===== src/rtl/synth_seq_pkg.sv =====
// Shared types and default sizing for the note step sequencer.
package synth_seq_pkg;
  localparam int DEF_FREQ_W  = 24;
  localparam int DEF_STEPS   = 8;
  localparam int DEF_TEMPO_W = 20;

  typedef enum logic [1:0] {
    IDLE = 2'd0,
    LOAD = 2'd1,
    PLAY = 2'd2
  } seq_state_e;
endpackage


===== src/rtl/seq_pattern_ram.sv =====
// Pattern store: STEPS entries of {gate, freq}, registered read with
// write-first forwarding so a same-cycle write is what gets played.
module seq_pattern_ram
  import synth_seq_pkg::*;
#(
  parameter int STEPS  = DEF_STEPS,
  parameter int STEP_W = 3,
  parameter int FREQ_W = DEF_FREQ_W
) (
  input  logic              clk,
  input  logic              system_rst_n,
  input  logic              wr_en_i,
  input  logic [STEP_W-1:0] wr_addr_i,
  input  logic [FREQ_W-1:0] wr_freq_i,
  input  logic              wr_gate_i,
  input  logic              rd_en_i,
  input  logic [STEP_W-1:0] rd_addr_i,
  output logic [FREQ_W-1:0] rd_freq_o,
  output logic              rd_gate_o
);
  logic [STEPS-1:0][FREQ_W:0] mem_q;
  logic [FREQ_W:0]            rd_q;

  always_ff @(posedge clk or negedge system_rst_n) begin
    if (!system_rst_n) begin
      mem_q <= '0;
      rd_q  <= '0;
    end else begin
      if (wr_en_i) mem_q[wr_addr_i] <= {wr_gate_i, wr_freq_i};
      if (rd_en_i)
        rd_q <= (wr_en_i && (wr_addr_i == rd_addr_i)) ? {wr_gate_i, wr_freq_i}
                                                      : mem_q[rd_addr_i];
    end
  end

  assign rd_freq_o = rd_q[FREQ_W-1:0];
  assign rd_gate_o = rd_q[FREQ_W];
endmodule


===== src/rtl/note_step_sequencer.sv =====
// Step sequencer: IDLE/LOAD/PLAY FSM, tick counter and optional glide slew.
// Define SEQ_GLIDE_EN to add the glide_rate input and portamento between steps.
module note_step_sequencer
  import synth_seq_pkg::*;
#(
  parameter int STEPS   = DEF_STEPS,
  parameter int STEP_W  = 3,
  parameter int TEMPO_W = DEF_TEMPO_W,
  parameter int FREQ_W  = DEF_FREQ_W
) (
  input  logic               clk,
  input  logic               system_rst_n,
  input  logic               wr_en,
  input  logic [STEP_W-1:0]  wr_addr,
  input  logic [FREQ_W-1:0]  wr_freq,
  input  logic               wr_gate,
  input  logic               run,
  input  logic [TEMPO_W-1:0] step_len,
  input  logic [TEMPO_W-1:0] gate_len,
  input  logic [STEP_W-1:0]  last_step,
`ifdef SEQ_GLIDE_EN
  input  logic [FREQ_W-1:0]  glide_rate,
`endif
  output logic [FREQ_W-1:0]  freq_out,
  output logic               gate_out,
  output logic [STEP_W-1:0]  step_idx,
  output logic               step_pulse
);
  seq_state_e         state_q, state_d;
  logic [STEP_W-1:0]  step_idx_q, step_idx_d;
  logic [TEMPO_W-1:0] tick_q, tick_d;
  logic [FREQ_W-1:0]  ent_freq;
  logic               ent_gate;

  seq_pattern_ram #(.STEPS(STEPS), .STEP_W(STEP_W), .FREQ_W(FREQ_W)) u_ram (
    .clk          (clk),
    .system_rst_n (system_rst_n),
    .wr_en_i      (wr_en),
    .wr_addr_i    (wr_addr),
    .wr_freq_i    (wr_freq),
    .wr_gate_i    (wr_gate),
    .rd_en_i      (state_q == LOAD),
    .rd_addr_i    (step_idx_q),
    .rd_freq_o    (ent_freq),
    .rd_gate_o    (ent_gate)
  );

  always_ff @(posedge clk or negedge system_rst_n) begin
    if (!system_rst_n) begin
      state_q    <= IDLE;
      step_idx_q <= '0;
      tick_q     <= '0;
    end else begin
      state_q    <= state_d;
      step_idx_q <= step_idx_d;
      tick_q     <= tick_d;
    end
  end

  always_comb begin
    state_d    = state_q;
    step_idx_d = step_idx_q;
    tick_d     = tick_q;
    case (state_q)
      IDLE: begin
        step_idx_d = '0;
        tick_d     = '0;
        if (run) state_d = LOAD;
      end
      LOAD: begin
        tick_d  = '0;
        state_d = PLAY;
      end
      PLAY: begin
        tick_d = tick_q + 1'b1;
        // >= keeps a shortened step_len from running the counter to wrap
        if (tick_q >= step_len) begin
          state_d    = LOAD;
          step_idx_d = (step_idx_q >= last_step) ? '0 : step_idx_q + 1'b1;
        end
      end
      default: state_d = IDLE;
    endcase
    if (!run) begin
      state_d    = IDLE;
      step_idx_d = '0;
      tick_d     = '0;
    end
  end

  assign gate_out   = (state_q == PLAY) && ent_gate && (tick_q < gate_len);
  assign step_pulse = (state_q == PLAY) && (tick_q == '0);
  assign step_idx   = step_idx_q;

`ifdef SEQ_GLIDE_EN
  logic [FREQ_W-1:0] freq_q, freq_glide;
  logic              jump_q;

  function automatic logic [FREQ_W-1:0] slew(input logic [FREQ_W-1:0] cur,
                                             input logic [FREQ_W-1:0] tgt,
                                             input logic [FREQ_W-1:0] rate);
    if (cur < tgt) return ((tgt - cur) <= rate) ? tgt : cur + rate;
    else           return ((cur - tgt) <= rate) ? tgt : cur - rate;
  endfunction

  assign freq_glide = (jump_q || (glide_rate == '0)) ? ent_freq
                                                     : slew(freq_q, ent_freq, glide_rate);
  assign freq_out   = (state_q == PLAY) ? freq_glide : freq_q;

  // jump_q marks the first step after IDLE, which never glides
  always_ff @(posedge clk or negedge system_rst_n) begin
    if (!system_rst_n) begin
      freq_q <= '0;
      jump_q <= 1'b1;
    end else begin
      if (state_q == PLAY) freq_q <= freq_glide;
      if (state_q == IDLE)      jump_q <= 1'b1;
      else if (state_q == PLAY) jump_q <= 1'b0;
    end
  end
`else
  assign freq_out = ent_freq;
`endif
endmodule


===== config.mk =====
export PLATFORM = sky130hd
export DESIGN_NAME = note_step_sequencer
export DESIGN_NICKNAME = d
export VERILOG_FILES = /design/src/rtl/synth_seq_pkg.sv /design/src/rtl/seq_pattern_ram.sv /design/src/rtl/note_step_sequencer.sv
export SDC_FILE = /design/constraint.sdc
export NUM_CORES = 1
export LEC_CHECK = 0
export CORE_UTILIZATION = 60
export CTS_CLUSTER_SIZE = 24
export DETAILED_ROUTE_END_ITERATION = 6
export PLACE_DENSITY = 0.92
export SKIP_LAST_GASP = 1
export SLEW_MARGIN = 25
export SYNTH_ARGS = -nofsm -noshare
export SYNTH_HDL_FRONTEND = slang
export SYNTH_HIERARCHICAL = 1
export SYNTH_SLANG_ARGS = --single-unit

===== constraint.sdc =====
create_clock -name clk -period 4.2 [get_ports clk]
set_input_delay 0.42 -clock clk [delete_from_list [all_inputs] [get_ports clk]]
set_output_delay 0.42 -clock clk [all_outputs]
set_load 0.005 [all_outputs]

---- Yosys cells after proc, flatten, opt, wreduce, memory -nomap -nowiden ----
Cells that the tools add are included.
word-level totals
  bits in read-only memories .............. 0
  latch bits .............................. 0
  memory bits (writable) .................. 0
  output and inout bits ................... 29
  memories kept ........................... 0
  bits in registers ....................... 250
  bits of input ports ..................... 75
  word-level logic and storage cells ...... 50
cells by class
  div/mod/pow operators ................... 0
  reductions and logical operators ........ 9
  $lt $le $gt $ge ......................... 6
  equal/unequal tests ..................... 6
  shift operators ......................... 0
  mux-type cells .......................... 15
  multipliers ............................. 0
  bitwise gates (word level) .............. 0
  $add $sub $neg .......................... 2
operators by type and width
  kind                                                                   count
  200-bit bitwise mux                                                    1
  25-bit binary-select mux with 3-bit select                             1
  25-bit demux with 3-bit select                                         1
  25-bit two-way mux                                                     3
  20-bit one-hot mux with 2 select lines                                 1
  20-bit by 1-bit adder with 20-bit output, second input constant        1
  20-bit >= comparator                                                   1
  20-bit zero test                                                       1
  20-bit < comparator                                                    1
  20-bit two-way mux                                                     1
  3-bit two-way mux                                                      3
  3-bit by 4-bit < comparator with 1-bit output, second input constant   2
  2-bit one-hot mux with 3 select lines                                  1
  3-bit one-hot mux with 2 select lines                                  1
  1-bit logical AND                                                      5
  2-bit two-way mux                                                      2
  3-bit by 1-bit adder with 3-bit output, second input constant          1
  3-bit == test                                                          1
  3-bit by 1-bit >= comparator with 1-bit output, second input constant  1
  3-bit >= comparator                                                    1
  3-bit by 1-bit != test with 1-bit output, second input constant        1
  3-bit by 2-bit != test with 1-bit output, second input constant        1
  3-bit != test, second input constant                                   1
  2-bit by 1-bit == test with 1-bit output, second input constant        1
  other kinds (4)                                                        4

---- Logic depth before layout (Yosys ltp) ----
Gate-level depths: netlist of the first run.
  depth in word-level cells ............... 5
  mapped depth ............................ 8
  gate-level depth less buffers ........... 8

---- By module ----
The synthesis of the first run kept the hierarchy.
modules (own cells, without submodules)
  module               sequential area each (µm²)  cells each  area each (µm²)  instances
  seq_pattern_ram      5630.4                      745         10068.4          1
  note_step_sequencer  625.6                       266         2299.7           1

---- Worst setup path after synthesis of the first run ----
No wires, ideal clock.
  kind .................................... register to register
  start point ............................. register tick_q[0]
  end point ............................... register step_idx_q[2] (netlist: step_idx[2])
  setup slack ............................. 1.941 ns
  path buffers ............................ 0
  stages on the path, launching flop included .. 9
  library setup time ...................... 0.131 ns
  data required time ...................... 4.069 ns
  data arrival time ....................... 2.127 ns
  clock period less this slack ............ 2.259 ns
  cell sequence ........................... dfrtp_1 > inv_1 > ha_1 > nand2b_4 > a2111o_1 > a311oi_2 > o211ai_2 > nand4_1 > or3b_1
between the ends
  longest elaborated chain between the ends .. 3
ends and longest elaborated chain
  what                                  line                       text
  start: declaration                    note_step_sequencer.sv:31  logic [TEMPO_W-1:0] tick_q, tick_d;
  start signal: assignment              note_step_sequencer.sv:56  tick_q <= tick_d;
  20-bit >= comparator                  note_step_sequencer.sv:77  if (tick_q >= step_len) begin
  3-bit != test (no source line)        -
  2-bit AND reduction (no source line)  -
  end signal: assignment                note_step_sequencer.sv:55  step_idx_q <= step_idx_d;
  end: declaration                      note_step_sequencer.sv:30  logic [STEP_W-1:0] step_idx_q, step_idx_d;
Every way passes these cells.
A chain may end at the register's enable or synchronous reset.

---- Worst setup path in the final report of the first run ----
  start point ............................. register tick_q[9]
  end point ............................... output gate_out
between the ends
  longest elaborated chain between the ends .. 2
ends and longest elaborated chain
  what                 line                       text
  20-bit < comparator  note_step_sequencer.sv:91  assign gate_out = (state_q == PLAY) && ent_gate && (tick_q < gate_len);
  1-bit logical AND    note_step_sequencer.sv:91
  end: declaration     note_step_sequencer.sv:25  output logic gate_out,
Every way passes these cells.

==> reports/results.ini, run 1 <==
[status]
status = completed

[worst_setup_path]
path_depth = 7
endpoint = gate_out
path_max_fanout = 7
startpoint_type = flip-flop
slowest_delay_ns = 0.55
cp_slowest_cell = clkdlybuf4s50_1
timing.rr.start = state_q[0]
cp_num_buf_inv = 1
critical-path-top-delay-family = compound AO/OA/AOI/OAI gates
worst-r2r-setup-slack_ns = 1.50
r2r_cells = 4
worstPathArrival_ns = 2.88
critPathKind = reg -> out
regToRegEndpoint = u_ram/rd_q[1]
crit_path_end_kind = output port
worstPathCellList = ha_1 > a21o_1 > a21o_1 > a21oi_1 > o311ai_0 > a21oi_1 > clkdlybuf4s50_1
required_ns = 3.78
crit_path_start = tick_q[9]

[global_route]
grtUsageTotal = 0.2926
grt_pass1_vias = 9365
grt_first_pass_wirelength_um = 49060
antenna_found_initial = 0
overflow = 0
grt_max_degree = 136

[flow_run]
drv_cap = 0

[logic_synthesis]
synth_ff_type = dfrtp_1
synthArstFlopShare = 1.000
synth_seq_cells = 250
seq_area_frac_synth = 0.5058
yosysWarnings = 6
synth_cells = 1011
synth_cell_types = 56
synth_edf_count = 0
synthesis.area_um2 = 12370
synth_area_per_cell_um2 = 12.23
syn_nets = 1131

[sta]
tightest_slew_ns = 0.8975
slew_violations = 0
tns_ns = 0
fmax_mhz = 303.0
final.setup_skew_ns = 0.01606
rsz0062_at_grt = no
relSlewSlack = 0.3990
finalCriticalPeriod_ns = 3.301
hold_viol = 0
finalSetupViolCount = 0
fin_crit_sh = 0.7859

[detailed_routing]
viasPerCell = 6.232
drt-initial-drc-count = 744
vias = 8687
firstDrtPassIters = 5
drc = 0
antenna_left = 0
wl_um = 30020
wire_per_inst_um = 21.53

[die]
die-width_um = 145.6
start_util = 0.6112
core_um2 = 20230
io_pins = 104
die_area_um2 = 21190
fp.dieH_um = 145.6
row_count = 52

[placement]
dp_hpwl_um = 17730
dp_cells = 1344
globalplace.congestion = 0.8261
portBuffers = 103

[clocking]
cts.clk_slew.worst_paths_ns = 0.06
clk_root_buffer_cell = clkbuf_16
cts_buffer_depth = 3
cts_tree = built
h-tree-depth = 1
numCtsBuffers = 26
clk_latency_ns = 0.53
cts_setup_buffers = 0
clock_sinks = 250

[layout]
diodes = 0
multi_input_area_um2 = 5575
nets = 1224
drive_above_1_share = 0.2215
n_fill_cell = 1196
area_growth_pct = 18.09
register_area_um2 = 6262
layoutNonFillerInstCount = 1394

[power_and_ir_drop]
pwr_density_cell_nw_per_um2 = 474.4
ir_drop_v = 0.0003550
p_leak_nw = 6.398

[hold_path]
hold_path_class = in -> async

-- layout by cell type (no fill, tap or decap), types with 6 or more instances in the layout --
| master | count |
|---|---|
| mux4_2 | 50 |
| clkbuf_16 | 26 |
| xor2_1 | 12 |
| nand2_1 | 115 |
| clkbuf_1 | 6 |
| nand2b_1 | 28 |
| o21ai_0 | 107 |
| dfrtp_1 | 247 |
| ha_1 | 45 |
| o221ai_2 | 20 |
| buf_4 | 13 |
| nor2_1 | 26 |
| nand4_1 | 13 |
| clkdlybuf4s50_1 | 102 |
| mux2_2 | 100 |
| inv_1 | 70 |
| mux2i_1 | 26 |
| nand3_1 | 7 |
| a21o_1 | 7 |
| a21oi_1 | 14 |
-- registers in the layout (all words and copies together), names as in the netlist --
signal and count:
tick_q 20, step_idx 3, u_ram/mem_q 200, state_q 2, u_ram/rd_q 25
-- report_power, final --
| group | total, mW | internal, mW | leakage, nW | switching (mW) |
|---|---|---|---|---|
| Sequential | 3.18 | 2.89 | 3.12 | 0.293 |
| Clock | 2.48 | 1.53 | 0.452 | 0.953 |
| Combinational | 1.27 | 0.729 | 2.83 | 0.538 |
| Total | 6.93 | 5.14 | 6.40 | 1.78 |
-- worst min-delay path by stage --
stage | start | end | slack [ns]
final | system_rst_n | u_ram/mem_q[80] | 0.43
after global routing | system_rst_n | u_ram/rd_q[10] | 0.47
after CTS | system_rst_n | u_ram/mem_q[31] | 0.08
after detailed placement | u_ram/mem_q[185] | u_ram/mem_q[185] | 0.47
after global placement | u_ram/mem_q[191] | u_ram/mem_q[191] | 0.46
after floorplan | system_rst_n | state_q[0] | 0.12
-- cell families after synthesis --
kind of cell,Yosys count,synth area share
AND/OR/NAND/NOR,224,0.08973
multiplexers,176,0.2031
adder cells (fa/ha/maj),45,0.04552
AO/OA/AOI/OAI,171,0.09550
buffers and inverters,126,0.04562
flip-flops,250,0.5058
XOR/XNOR,19,0.01467
-- cells in the mapped netlist, types with 2 or more instances --
cell type,n,area [um2]
buf_6,2,22.52
nor3_1,2,10.01
xor2_1,12,105.1
mux2i_1,26,260.3
o221ai_2,20,300.3
a211oi_1,3,22.52
nor2b_1,4,25.02
xor2_2,2,32.53
nor3b_2,2,25.02
xnor2_1,5,43.79
mux2_2,100,1126
buf_2,10,50.05
mux4_2,50,1126
buf_12,2,40.04
o311ai_0,2,17.52
ha_1,45,563.0
a31o_2,2,17.52
nand2_1,115,431.7
buf_4,8,60.06
dfrtp_1,250,6256
o221ai_1,5,43.79
a21o_1,7,52.55
or3_1,3,18.77
inv_1,70,262.8
a21boi_0,4,30.03
o21ai_0,107,535.5
and3_1,2,12.51
nand2b_1,28,175.2
nor2_1,26,97.59
nor3_2,2,20.02
nand4b_1,5,43.79
nor4_1,3,18.77
a21oi_1,14,70.07
nand3_1,7,35.03
clkbuf_1,33,123.9
nand4_1,13,81.33
-- final cells by class --
| cell class | count | share of cell area |
|---|---|---|
| inverters | 70 | 0.01799 |
| flip-flops and latches | 250 | 0.4288 |
| multi-input cells | 635 | 0.3817 |
| repair buffers | 121 | 0.08430 |
| well taps | 270 | 0.02313 |
| clock inverters | 12 | 0.01422 |
| clock buffers | 36 | 0.04986 |
-- timing repair --
item,in CTS,in global routing
endpoints found under the hold margin,0,65
hold buffers,0,1
resized for setup,0,0
-- per-stage QoR --
step / util / power, mW / setup WS [ns] / hold WS, ns / instance area (um2)
3_5_place_dp: 0.6737 / 4.433 / 1.022 / 0.4678 / 13630
3_3_place_gp: 0.6737 / 4.333 / 1.091 / 0.4566 / 13630
6_report: 0.7218 / 6.929 / 0.8994 / 0.4344 / 14610
5_1_grt: 0.7218 / 7.207 / 0.7688 / 0.4745 / 14610
4_1_cts: 0.7199 / 6.939 / 0.8967 / 0.07821 / 14570
2_1_floorplan: - / 3.886 / 1.941 / 0.1244 / 12370
-- routing by layer --
layer / global-route usage / vias up / share of wire
met3: 0.04075 / 95 / 0.061
met4: 0.1253 / 0 / 0.038
li1: - / 3798 / -
met1: 0.3785 / 4394 / 0.40
met5: 0 / - / 0
met2: 0.4990 / 400 / 0.50
Power figures use the tool's default switching activity.
==> inputs of run 2 (changes only) <==
- CORE_UTILIZATION: 60 -> 53
- PLACE_DENSITY: 0.92 -> 0.87
- clock period: 4.2 -> 2.8 ns (I/O delays scaled with it)
==> reports/results.ini, run 2 (synthesis results as in run 1) <==
[hold_path]
hold_path_class = in -> async

[layout]
largest_register_ffs = 200  ; unchanged
drive_above_1_share = 0.2373  ; +0.01577
layout_commonest_cell = dfrtp_1
nets = 1243  ; +1.6%
area_growth_pct = 19.32
diodes = 0  ; unchanged
utilization = 0.6479  ; -0.07390
n_fill_cell = 1549  ; +30%
largest_registers = u_ram/mem_q: 200 flops, u_ram/rd_q: 25 flops, tick_q: 20 flops
largest_register = u_ram/mem_q
layoutNonFillerInstCount = 1455  ; +4.4%
final_cell_mix = dfrtp_1 (245), nand2_1 (115), o21ai_0 (107)

[sta]
setup_ws_ns = 0.1667  ; -0.7327 ns
finalSetupViolCount = 0  ; unchanged
relSlewSlack = 0.5039  ; +0.1049
final.setup_skew_ns = 0.01569  ; -0.0003740 ns
fin_crit_sh = 0.9405
slew_violations = 0  ; unchanged
rsz0062_at_grt = no
tightest_slew_ns = 0.7441  ; -0.1534 ns
finalCriticalPeriod_ns = 2.633
hold_viol = 0  ; unchanged
fmax_mhz = 379.8

[power_and_ir_drop]
switching_share = 0.2604  ; +0.002874
power_frac_clock = 0.330  ; -0.028
power_mw = 9.938  ; +43%
p_sw_mw = 2.588  ; +45%
p_leak_nw = 6.488  ; +1.4%
p_seq_frac = 0.478  ; +0.019
intPower_mw = 7.351  ; +43%
pwr_density_cell_nw_per_um2 = 673.4  ; +42%
pwr-share-comb = 0.192  ; +0.009
ir_drop_v = 0.0004155  ; +17%

[detailed_routing]
drc = 0  ; unchanged
wl_um = 29600  ; -1.4%
viasPerCell = 5.953  ; -4.5%
wire_per_inst_um = 20.34  ; -5.5%
drt-initial-drc-count = 643  ; -14%
firstDrtPassIters = 5  ; unchanged
antenna_left = 0  ; unchanged
vias = 8661  ; -0.30%

[worst_setup_path]
critPathKind = reg -> out
required_ns = 2.52  ; -1.26 ns
worstPathArrival_ns = 2.35  ; -0.53 ns
slowest_delay_ns = 0.39  ; -0.16 ns
crit_path_end_kind = output port
worstPathCellList = ha_1 > a21o_1 > a21o_1 > a21oi_2 > o311ai_1 > a21oi_1 > dlygate4sd2_1
startpoint_type = flip-flop
cp_slowest_cell = dfrtp_1
path_max_fanout = 2  ; -5
crit_top_cell = a21o_1

[placement]
portBuffers = 103  ; unchanged
dp_hpwl_um = 18460  ; +4.1%
dp_cells = 1408  ; +4.8%
globalplace.congestion = 0.8200  ; -0.74%
place_ws_ns = -0.08164  ; -1.104 ns

[global_route]
antenna_found_initial = 0  ; unchanged
grt_max_degree = 95  ; -30%
grt_first_pass_wirelength_um = 47890  ; -2.4%
grtUsageTotal = 0.2551  ; -0.03752
overflow = 0  ; unchanged
grt_pass1_vias = 9128  ; -2.5%

[clocking]
clock_sinks = 250  ; unchanged
clk_latency_ns = 0.52  ; about the same
h-tree-depth = 1  ; unchanged
cts_tree = built
cts_buffer_depth = 3  ; unchanged
clk_root_buffer_cell = clkbuf_16
cts.clk_slew.worst_paths_ns = 0.06  ; about the same
cts_setup_buffers = 0  ; unchanged
numCtsBuffers = 25  ; -3.8%

[die]
die-width_um = 154.8  ; +6.3%
die_area_um2 = 23950  ; +13%
io_pins = 104  ; unchanged
row_count = 55  ; +5.8%
core_um2 = 22780  ; +13%
start_util = 0.5430  ; -0.06826
fp.dieH_um = 154.8  ; +6.3%

[flow_run]
drv_cap = 0  ; unchanged

[status]
status = completed

[run 2: cell count changes in the layout (fill, tap and decap cells not counted), moves of 2 or more]
cell,change
buf_12,+5
bufinv_16,-5
dfrtp_1,-2
buf_4,+16
clkinvlp_4,-2
clkdlybuf4s50_1,-2
dfrtp_2,+2
clkbuf_8,+6
[run 2: power by group through the flow]
stage | clock network [mW] | logic (mW) | registers (mW)
after detailed placement | 0 | 1.87 | 4.80
final | 3.28 | 1.91 | 4.75
after global routing | 3.46 | 2.08 | 4.83
after floorplan | 0 | 1.17 | 4.65
after CTS | 3.31 | 1.91 | 4.75
after global placement | 0 | 1.79 | 4.75
[run 2: layer usage]
metal / up-vias / track usage / routed length, um
met5: - / 0 / 0
li1: 3830 / - / -
met3: 58 / 0.03278 / 1872
met4: 0 / 0.07591 / 756
met2: 327 / 0.4340 / 14950
met1: 4446 / 0.3446 / 12020
[run 2: timing repair]
action,4_1_cts,5_1_grt
pin swaps,1,1
hold buffers,1,0
setup endpoints to repair,2,1
hold endpoints to repair,91,0
gates resized for setup,5,4
[run 2: layout make-up]
cell class | instances | area (um2) | area share
Tap cell | 313 | 391.6 | 0.02654
Sequential cell | 250 | 6265 | 0.4245
Inverter | 70 | 262.8 | 0.01780
Clock buffer | 42 | 789.5 | 0.05350
Clock inverter | 4 | 23.77 | 0.001611
Timing Repair Buffer | 141 | 1425 | 0.09657
Multi-Input combinational cell | 635 | 5600 | 0.3795
[run 2: path summary, 6_finish.rpt]
path	start	endpoint	slack [ns]	cells after the start
max in group asynchronous	system_rst_n	u_ram/mem_q[68]	1.64	3
worst min register to register	u_ram/mem_q[189]	u_ram/mem_q[189]	0.48	2
min in group clk	run	state_q[1]	0.45	3
worst max-delay path	tick_q[9]	gate_out	0.17	7
worst max register to register	tick_q[0]	step_idx[2]	0.42	8
worst min-delay path	system_rst_n	u_ram/mem_q[158]	0.39	2
[run 2: per-stage QoR]
stage | hold WS [ns] | TNS (ns) | area [um2]
floorplan | -0.01559 | 0 | 12370
global placement | 0.3629 | -0.09575 | 13910
detailed placement | 0.3659 | -0.08164 | 13910
CTS | 0.4176 | 0 | 14740
global route | 0.4691 | 0 | 14760
finish | 0.3914 | 0 | 14760
[run 2: critical path, delay by kind of cell (launching register included)]
kind,cells,cell delay (ns)
DFF,1,0.39
adders and majority gates,1,0.30
buffers and inverters,1,0.26
AOI/OAI and AO/OA,5,0.87
==> inputs of run 3 (changes only) <==
- PLACE_DENSITY: 0.87 -> 0.77
==> reports/results.ini, run 3 (synthesis results as in run 1) <==
[die]
row_count = 55  ; unchanged
io_pins = 104  ; unchanged
die-width_um = 154.8  ; unchanged
die_area_um2 = 23950  ; unchanged
start_util = 0.5430  ; unchanged
core_um2 = 22780  ; unchanged
fp.dieH_um = 154.8  ; unchanged

[power_and_ir_drop]
ir_drop_v = 0.0004995  ; +20%
power_mw = 9.999  ; +0.61%
pwr_density_cell_nw_per_um2 = 676.6  ; +0.47%
p_leak_nw = 6.515  ; +0.42%

[sta]
finalCriticalPeriod_ns = 2.566  ; -0.06711 ns
final.setup_skew_ns = 0.01815  ; +0.002460 ns
relSlewSlack = 0.5422  ; +0.03826
slew_violations = 0  ; unchanged
fin_crit_sh = 0.9165  ; -0.02397
rsz0062_at_grt = no
tightest_slew_ns = 0.6851  ; -0.05904 ns
finalSetupViolCount = 0  ; unchanged
hold_viol = 0  ; unchanged
hold_ws_ns = 0.3459  ; -0.04548 ns
fmax_mhz = 389.7  ; +2.6%
setup_ws_ns = 0.2338  ; +0.06711 ns

[clocking]
numCtsBuffers = 25  ; unchanged
h-tree-depth = 1  ; unchanged
clk_root_buffer_cell = clkbuf_16
cts_buffer_depth = 3  ; unchanged
clk_latency_ns = 0.53  ; about the same
cts_tree = built
cts.clk_slew.worst_paths_ns = 0.06  ; about the same
clock_sinks = 250  ; unchanged

[worst_setup_path]
crit_path_start = tick_q[1]
timing.rr.start = tick_q[0]
startpoint_type = flip-flop
cp_num_buf_inv = 1  ; unchanged
critical-path-top-delay-family = compound AO/OA/AOI/OAI gates
worst-r2r-setup-slack_ns = 0.38  ; -0.04 ns
r2r_cells = 8  ; unchanged
worstPathArrival_ns = 2.29  ; -0.06 ns
path_depth = 7  ; unchanged
required_ns = 2.52  ; about the same
regToRegEndpoint = step_idx[2]
worstPathCellList = ha_1 > a21boi_0 > o21ai_0 > nor3b_2 > o311ai_2 > a21oi_1 > dlygate4sd2_1
path_max_fanout = 5  ; +3
endpoint = gate_out
slowest_delay_ns = 0.44  ; +0.05 ns
critPathKind = reg -> out
crit_path_end_kind = output port
cp_slowest_cell = dfrtp_2

[layout]
drive_above_1_share = 0.2493  ; +0.01204
largest_register = u_ram/mem_q
largest_register_ffs = 200  ; unchanged
nets = 1248  ; +0.40%
area_growth_pct = 19.48
layout_commonest_cell = dfrtp_1
diodes = 0  ; unchanged
final_cell_mix = dfrtp_1 (242), nand2_1 (115), o21ai_0 (107)
largest_registers = u_ram/mem_q: 200 flops, u_ram/rd_q: 25 flops, tick_q: 20 flops

[detailed_routing]
drc = 0  ; unchanged
drt-initial-drc-count = 407  ; -37%
wl_met3_um = 1166  ; -38%
top_layer = met5
wl_met1_um = 12370  ; +2.9%
antenna_left = 0  ; unchanged
viasPerCell = 5.712  ; -4.0%
wl_um = 27700  ; -6.4%
firstDrtPassIters = 4  ; -1
vias = 8340  ; -3.7%
route.met2.wl_um = 13580  ; -9.2%
wire_per_inst_um = 18.97  ; -6.7%

[global_route]
grt_pass1_vias = 8803  ; -3.6%
grt_max_degree = 86  ; -9.5%
grt_first_pass_wirelength_um = 45730  ; -4.5%
overflow = 0  ; unchanged
antenna_found_initial = 1  ; +1
grtUsageTotal = 0.2421  ; -0.01302

[placement]
dp_hpwl_um = 18070  ; -2.1%
globalplace.congestion = 0.8088  ; -1.4%
place_ws_ns = -0.01475  ; +0.06689 ns
portBuffers = 103  ; unchanged

[flow_run]
drv_cap = 0  ; unchanged

[hold_path]
hold_path_class = in -> async

[status]
status = completed

-- run 3: final cells by class --
class | count | area (um2)
fill | 1684 | 8000
sequential | 250 | 6269
multi-input combinational | 635 | 5608
timing repair buffer | 146 | 1400
clock buffer | 32 | 691.9
tap | 313 | 391.6
inverter | 70 | 262.8
clock inverter | 14 | 155.1
-- run 3: worst min path at each step --
stage / startpoint / end / slack [ns] / cells past startpoint
global placement: system_rst_n / u_ram/mem_q[30] / 0.31 / 1
floorplan: system_rst_n / state_q[0] / -0.02 / 0
finish: system_rst_n / u_ram/mem_q[131] / 0.35 / 2
detailed placement: system_rst_n / u_ram/mem_q[6] / 0.32 / 1
CTS: system_rst_n / u_ram/mem_q[157] / 0.37 / 2
global route: system_rst_n / u_ram/mem_q[106] / 0.42 / 2
-- run 3: repair_timing --
item | in CTS | in global routing
endpoints found under the hold margin | 80 | 0
hold buffers | 1 | 0
pin swaps | 3 | 1
endpoints found under the setup margin | 2 | 1
buffers inserted | 3 | 0
gates resized for setup | 11 | 3
-- run 3: worst reg2reg max path, delay by kind of cell, from the launching register on --
family / cells / cell delay [ns]
AOI/OAI and AO/OA: 3 / 0.91
adders and majority gates: 1 / 0.24
buffers and inverters: 1 / 0.13
DFF: 1 / 0.46
and+or+nand+nor: 3 / 0.57
-- run 3: per-layer routing --
metal  GRT usage  up-vias
li1            -     3844
met1      0.3343     4255
met2      0.4077      193
met3     0.02914       46
met4     0.06601        2
met5           0        -
-- run 3: through the flow --
stage / cell area, um2 / utilization / TNS, ns / instances
4_1_cts: 14770 / 0.6483 / 0 / 1460
5_1_grt: 14780 / 0.6488 / 0 / 1460
3_5_place_dp: 13860 / 0.6084 / -0.01475 / 1410
6_report: 14780 / 0.6488 / 0 / 1460
3_3_place_gp: 13860 / 0.6084 / 0 / 1410
2_1_floorplan: 12370 / - / 0 / 1011
-- run 3: power breakdown --
part | internal, mW | switching [mW]
combinational | 1.10 | 0.755
sequential | 4.33 | 0.396
clock | 2.03 | 1.39
